## src/rtl/note_sequencer.sv

```systemverilog
`timescale 1ns/1ps
// Records key presses (note + octave) and replays them as timed tone frequencies.
// Define NOTE_SEQUENCER_LOOP_EN to repeat playback until stopped by a second request.
module note_sequencer #(
    parameter int DEPTH      = 16,
    parameter int NOTE_TICKS = 12500000,
    parameter int GAP_TICKS  = 1250000
) (
    input  logic        clk,
    input  logic        reset,
    input  logic [3:0]  note,
    input  logic [1:0]  octave,
    input  logic        load_n,
    input  logic        playback,
    input  logic        clear,
    output logic [31:0] freq_out,
    output logic [3:0]  note_counter,
    output logic        playing,
    output logic        full
);

    localparam int IW    = $clog2(DEPTH);
    localparam int CW    = IW + 1;
    localparam int MAX_T = (NOTE_TICKS > GAP_TICKS) ? NOTE_TICKS : GAP_TICKS;
    localparam int TW    = ($clog2(MAX_T) > 0) ? $clog2(MAX_T) : 1;

    typedef enum logic [1:0] {
        IDLE      = 2'd0,
        PLAY_NOTE = 2'd1,
        PLAY_GAP  = 2'd2
    } state_t;

    // Entry layout is {octave, note}; rests (notes 12-15) map to silence.
    function automatic logic [31:0] tone(input logic [5:0] entry);
        logic [11:0] base;
        case (entry[3:0])
            4'd0:    base = 12'd262;
            4'd1:    base = 12'd277;
            4'd2:    base = 12'd294;
            4'd3:    base = 12'd311;
            4'd4:    base = 12'd330;
            4'd5:    base = 12'd349;
            4'd6:    base = 12'd370;
            4'd7:    base = 12'd392;
            4'd8:    base = 12'd415;
            4'd9:    base = 12'd440;
            4'd10:   base = 12'd466;
            4'd11:   base = 12'd494;
            default: base = 12'd0;
        endcase
        return 32'(base) << entry[5:4];
    endfunction

    state_t          state_q, state_nxt;
    logic [CW-1:0]   count_q, count_nxt;
    logic [IW-1:0]   idx_q, idx_nxt, idx_inc;
    logic [TW-1:0]   timer_q, timer_nxt;
    logic [31:0]     freq_nxt;
    logic            load_n_d, playback_d;
    logic            load_edge, play_edge, last_entry, mem_we;
    logic [5:0]      mem [DEPTH];

    assign load_edge  = ~load_n & load_n_d;
    assign play_edge  = playback & ~playback_d;
    assign idx_inc    = idx_q + IW'(1);
    assign last_entry = (CW'(idx_q) == count_q - CW'(1));

    always_ff @(posedge clk or negedge reset) begin
        if (!reset) begin
            state_q    <= IDLE;
            count_q    <= '0;
            idx_q      <= '0;
            timer_q    <= '0;
            freq_out   <= '0;
            load_n_d   <= 1'b1;
            playback_d <= 1'b0;
        end else begin
            // NOTE: non-blocking assignments keep every register sampling pre-edge values.
            state_q    <= state_nxt;
            count_q    <= count_nxt;
            idx_q      <= idx_nxt;
            timer_q    <= timer_nxt;
            freq_out   <= freq_nxt;
            load_n_d   <= load_n;
            playback_d <= playback;
        end
    end

    // NOTE: the buffer is deliberately left out of reset; count alone says which entries are valid.
    always_ff @(posedge clk) begin
        if (mem_we) mem[count_q[IW-1:0]] <= {octave, note};
    end

    always_comb begin
        // NOTE: every output of this block gets a default first so no latch is inferred.
        state_nxt = state_q;
        count_nxt = count_q;
        idx_nxt   = idx_q;
        timer_nxt = timer_q;
        freq_nxt  = freq_out;
        mem_we    = 1'b0;
        if (clear) begin
            state_nxt = IDLE;
            count_nxt = '0;
            idx_nxt   = '0;
            timer_nxt = '0;
            freq_nxt  = '0;
        end else begin
            case (state_q)
                IDLE: begin
                    freq_nxt = load_n ? 32'd0 : tone({octave, note});
                    if (play_edge && count_q != '0) begin
                        state_nxt = PLAY_NOTE;
                        idx_nxt   = '0;
                        timer_nxt = '0;
                        freq_nxt  = tone(mem[0]);
                    end else if (load_edge && count_q != CW'(DEPTH)) begin
                        mem_we    = 1'b1;
                        count_nxt = count_q + CW'(1);
                    end
                end
                PLAY_NOTE: begin
                    timer_nxt = timer_q + TW'(1);
                    if (timer_q == TW'(NOTE_TICKS - 1)) begin
                        state_nxt = PLAY_GAP;
                        timer_nxt = '0;
                        freq_nxt  = '0;
                    end
                end
                PLAY_GAP: begin
                    timer_nxt = timer_q + TW'(1);
                    if (timer_q == TW'(GAP_TICKS - 1)) begin
                        timer_nxt = '0;
                        if (!last_entry) begin
                            idx_nxt   = idx_inc;
                            state_nxt = PLAY_NOTE;
                            freq_nxt  = tone(mem[idx_inc]);
                        end else begin
`ifdef NOTE_SEQUENCER_LOOP_EN
                            idx_nxt   = '0;
                            state_nxt = PLAY_NOTE;
                            freq_nxt  = tone(mem[0]);
`else
                            state_nxt = IDLE;
`endif
                        end
                    end
                end
                default: state_nxt = IDLE;
            endcase
`ifdef NOTE_SEQUENCER_LOOP_EN
            // A second request stops a looping sequence immediately.
            if (play_edge && state_q != IDLE) begin
                state_nxt = IDLE;
                idx_nxt   = '0;
                timer_nxt = '0;
                freq_nxt  = '0;
            end
`endif
        end
    end

    always_comb begin
        playing      = (state_q != IDLE);
        full         = (count_q == CW'(DEPTH));
        note_counter = 4'(count_q);
    end

endmodule
```

## config.mk

```make
export PLATFORM = sky130hd
export DESIGN_NAME = note_sequencer
export DESIGN_NICKNAME = d
export VERILOG_FILES = /design/src/rtl/note_sequencer.sv
export SDC_FILE = /design/constraint.sdc
export NUM_CORES = 1
export LEC_CHECK = 0
export BUFFER_PORTS_ARGS = -buffer_cell sky130_fd_sc_hd__clkbuf_2
export CAP_MARGIN = 25
export CORE_MARGIN = 2
export CORE_UTILIZATION = 50
export DETAILED_ROUTE_END_ITERATION = 6
export PLACE_DENSITY = 0.68
export SKIP_LAST_GASP = 1
export SYNTH_ARGS = -nofsm -noshare
export SYNTH_HDL_FRONTEND = slang
export SYNTH_SLANG_ARGS = --single-unit
```

## constraint.sdc

```tcl
create_clock -name clk -period 3.7 [get_ports clk]
set_input_delay 0.74 -clock clk [delete_from_list [all_inputs] [get_ports clk]]
set_output_delay 0.74 -clock clk [all_outputs]
set_load 0.02 [all_outputs]
```

==> impl_metrics.yaml <==
outcome:
  status: "finished clean"
power:
  peakVddDrop_uv: 421
  power_frac_clock_pct: 32.8
  power.internal_mw: 3.37
  seqPwrFrac_pct: 36.9
  p_comb_share_pct: 30.2
  power_density_nw_per_um2: 553
  p_switching_mw: 1.69
  power.leakage_nw: 3.46
  switching_share_pct: 33.3
sta:
  finalSetupTns_ps: 0
  layout_min_cycle_time_ps: 3360
  setup_slack_ps: 343
  rsz0062_at_grt: "no"
  finalSetupViolCount: 0
  slew_headroom_pct: 43.8
  fin_crit_sh_pct: 90.7
  hold_ws_ps: 413
  fmax_ghz: 0.298
  max_slew.worst_pin.slew_ps: 843
  final_hold_viol_count: 0
  slew_violations: 0
  finClkSkew_ps: 13.1
critical_path:
  timing.rr.end: "mem[12][4]$_DFFE_PP_"
  critical_path_required_ps: 3760
  cp.arrival_ps: 3420
  worstSetupPathType: "reg2reg"
  start_kind: "register"
  rr_worst_depth: 9
  end_kind: "register"
  cp_max_fo: 9
  reg2reg_from: "count_q[0]$_DFFE_PN0P_"
  r2r_slack_ps: 340
global_route:
  overflow: 0
  grt_max_degree: 34
  grt_pass1_vias: 5650
  grt_pass1_wl_mm: 30.5
  track_usage_pct: 22.4
  antenna_found_initial: 0
clocking:
  worstSkewPairLatency_ps: 430
  ctsHoldBuffers: 0
  path_clk_slew_ps: 60
  clk_path_buf_depth: 2
  clock_sinks: 145
  cts-buffers-inserted: 17
  cts_tree: "built"
  cts_setup_buffers: 0
  cts.htree.levels: 4
  cts_root_buf: "clkbuf_16"
  cts_resized: 0
finish:
  diodes: 0
  drive_above_1_share_pct: 16.6
  fin_area_um2: 9140
  syn_to_final_growth_pct: 11.0
  fin_nets: 795
yosys:
  netlist.area_leader.share_pct: 35.0
  ys_top_cells_by_area: "edfxtp_1, dfrtp_1, mux4_2"
  synthArstFlopShare_pct: 33.8
  syn_inst: 719
  syn_area_um2: 8230
  syn_avg_cell_area_um2: 11.5
  ys_ff_latch: 145
  ys_seq_area_share_pct: 49.9
  synth_cell_type_count: 77
  yosys.area.top_type: "edfxtp_1"
  synth_edf_count: 96
  synth_ff_type: "edfxtp_1"
  ys_warn_count: 0
flow_run:
  maxCapViolations: 0
route:
  wl_mm: 19.0
  vias_per_cell: 5.86
  ant_nets: 0
  drt-initial-drc-count: 560
  drc: 0
  wl_per_cell_um: 19.4
  vias: 5738
  firstDrtPassIters: 5
placed_design:
  io_buffers: 28
  place_hpwl_mm: 13.7
  gp_congestion: 0.900
  place_area_um2: 8580
  post-place-ws_ps: 327
floorplanning:
  initial_utilization_pct: 51.5
  dieArea_um2: 17500
  design.core.area_um2: 16000
  row_count: 46
  io_pins: 49
  dieHeight_um: 132
  die_x_um: 132
min_path:
  hp-class: "in2async"
==> cells by family (layout without fill, tap and decap cells) <==
| family | Yosys count | count (layout) | synth area share, % |
|---|---|---|---|
| buffers and inverters | 86 | 111 | 5.58 |
| other | 1 | 20 | 0.0455 |
| DFF | 145 | 145 | 49.9 |
| adders and majority gates | 31 | 31 | 4.71 |
| AOI/OAI and AO/OA | 152 | 152 | 12.7 |
| and+or+nand+nor | 223 | 223 | 13.6 |
| xor gates and xnor gates | 28 | 28 | 3.16 |
| muxes | 53 | 53 | 10.3 |
==> per-stage QoR <==
stage,utilization (%),power [mW],std cells
after floorplan,-,3.04,738
after global placement,53.6,3.38,949
after detailed placement,53.6,3.41,950
after CTS,57.1,5.06,979
after global routing,57.1,5.30,979
final,57.1,5.05,979
==> cell usage after synthesis, drive strengths merged, types with 4 or more instances <==
cell type	number
and3	8
xor2	15
clkbuf	24
nand2b	12
a32o	5
and2	5
ha	31
a22oi	5
a22o	4
nor2b	11
o22ai	5
o21a	4
nand3	31
a211oi	4
nor3	13
a31oi	5
o221ai	7
o211ai	8
dfrtp	48
nor2	70
inv	25
a21oi	33
or2	4
xnor2	13
nand2	45
o31ai	8
nand4	4
nor4bb	4
mux4	24
mux2i	26
edfxtp	96
a211o	4
buf	37
o21ai	34
==> layer usage <==
layer  global-route usage [%]  wire length [um]  vias to the layer above
li1                         -                 -                     2707
met1                     30.9              8620                     2810
met2                     36.2              9180                      198
met3                     3.42               866                       23
met4                     8.24               295                        0
met5                        0                 0                        -
==> flip-flops by register name, indices dropped and copies added, names as in the netlist <==
register,count
load_n_d,1
playback_d,1
freq_out,12
mem,96
idx_q,4
timer_q,24
state_q,2
count_q,5
==> worst max-delay path by stage <==
stage,endpoint,depth (start not counted),startpoint,slack [ps]
2_1_floorplan,freq_out[1]$_DFFE_PN0P_,14,idx_q[1]$_DFFE_PN0P_,310
3_3_place_gp,mem[12][5]$_DFFE_PP_,9,count_q[0]$_DFFE_PN0P_,380
3_5_place_dp,mem[12][5]$_DFFE_PP_,9,count_q[0]$_DFFE_PN0P_,330
4_1_cts,mem[12][4]$_DFFE_PP_,9,count_q[0]$_DFFE_PN0P_,310
5_1_grt,mem[14][1]$_DFFE_PP_,9,count_q[0]$_DFFE_PN0P_,2
6_report,mem[12][4]$_DFFE_PP_,9,count_q[0]$_DFFE_PN0P_,340
==> layout by cell type (no fill, tap or decap), types with 8 or more instances in the layout <==
| master | synthesis | final |
|---|---|---|
| edfxtp_1 | 96 | 96 |
| nor2_1 | 70 | 70 |
| dfrtp_1 | 48 | 47 |
| nand2_1 | 45 | 45 |
| a21oi_1 | 33 | 33 |
| o21ai_0 | 32 | 32 |
| ha_1 | 31 | 31 |
| nand3_1 | 30 | 30 |
| clkbuf_2 | 0 | 28 |
| buf_4 | 26 | 28 |
| inv_1 | 25 | 25 |
| mux2i_1 | 25 | 25 |
| mux4_2 | 24 | 24 |
| conb_1 | 1 | 20 |
| clkbuf_16 | 0 | 17 |
| xor2_1 | 15 | 15 |
| nor3_1 | 13 | 13 |
| xnor2_1 | 11 | 11 |
| nor2b_1 | 11 | 11 |
| nand2b_1 | 11 | 11 |
| o31ai_1 | 8 | 8 |
| and3_1 | 8 | 8 |
==> power by group through the flow <==
stage / logic, mW / clock network [mW] / registers, mW
floorplan: 1.13 / 0 / 1.91
global placement: 1.49 / 0 / 1.89
detailed placement: 1.51 / 0 / 1.90
CTS: 1.52 / 1.68 / 1.87
global route: 1.67 / 1.75 / 1.88
finish: 1.53 / 1.66 / 1.87
==> worst max-delay path, stage by stage, from the launching register on <==
cell     delay, ps
dfrtp_1        490
inv_1          150
ha_1           200
or4b_1         470
nand2_1        240
nand2_1        170
nor4b_2        300
nor2b_1        300
nand2_1        160
nor2_1         510
==> final cells by class <==
cell class | instances | area, um2
fill | 1362 | 6860
sequential | 145 | 4110
multi-input combinational | 507 | 3740
clock buffer | 17 | 425
timing repair buffer | 57 | 370
tap | 216 | 270
clock inverter | 12 | 135
inverter | 25 | 93.8
(Power assumes the default switching activity.)
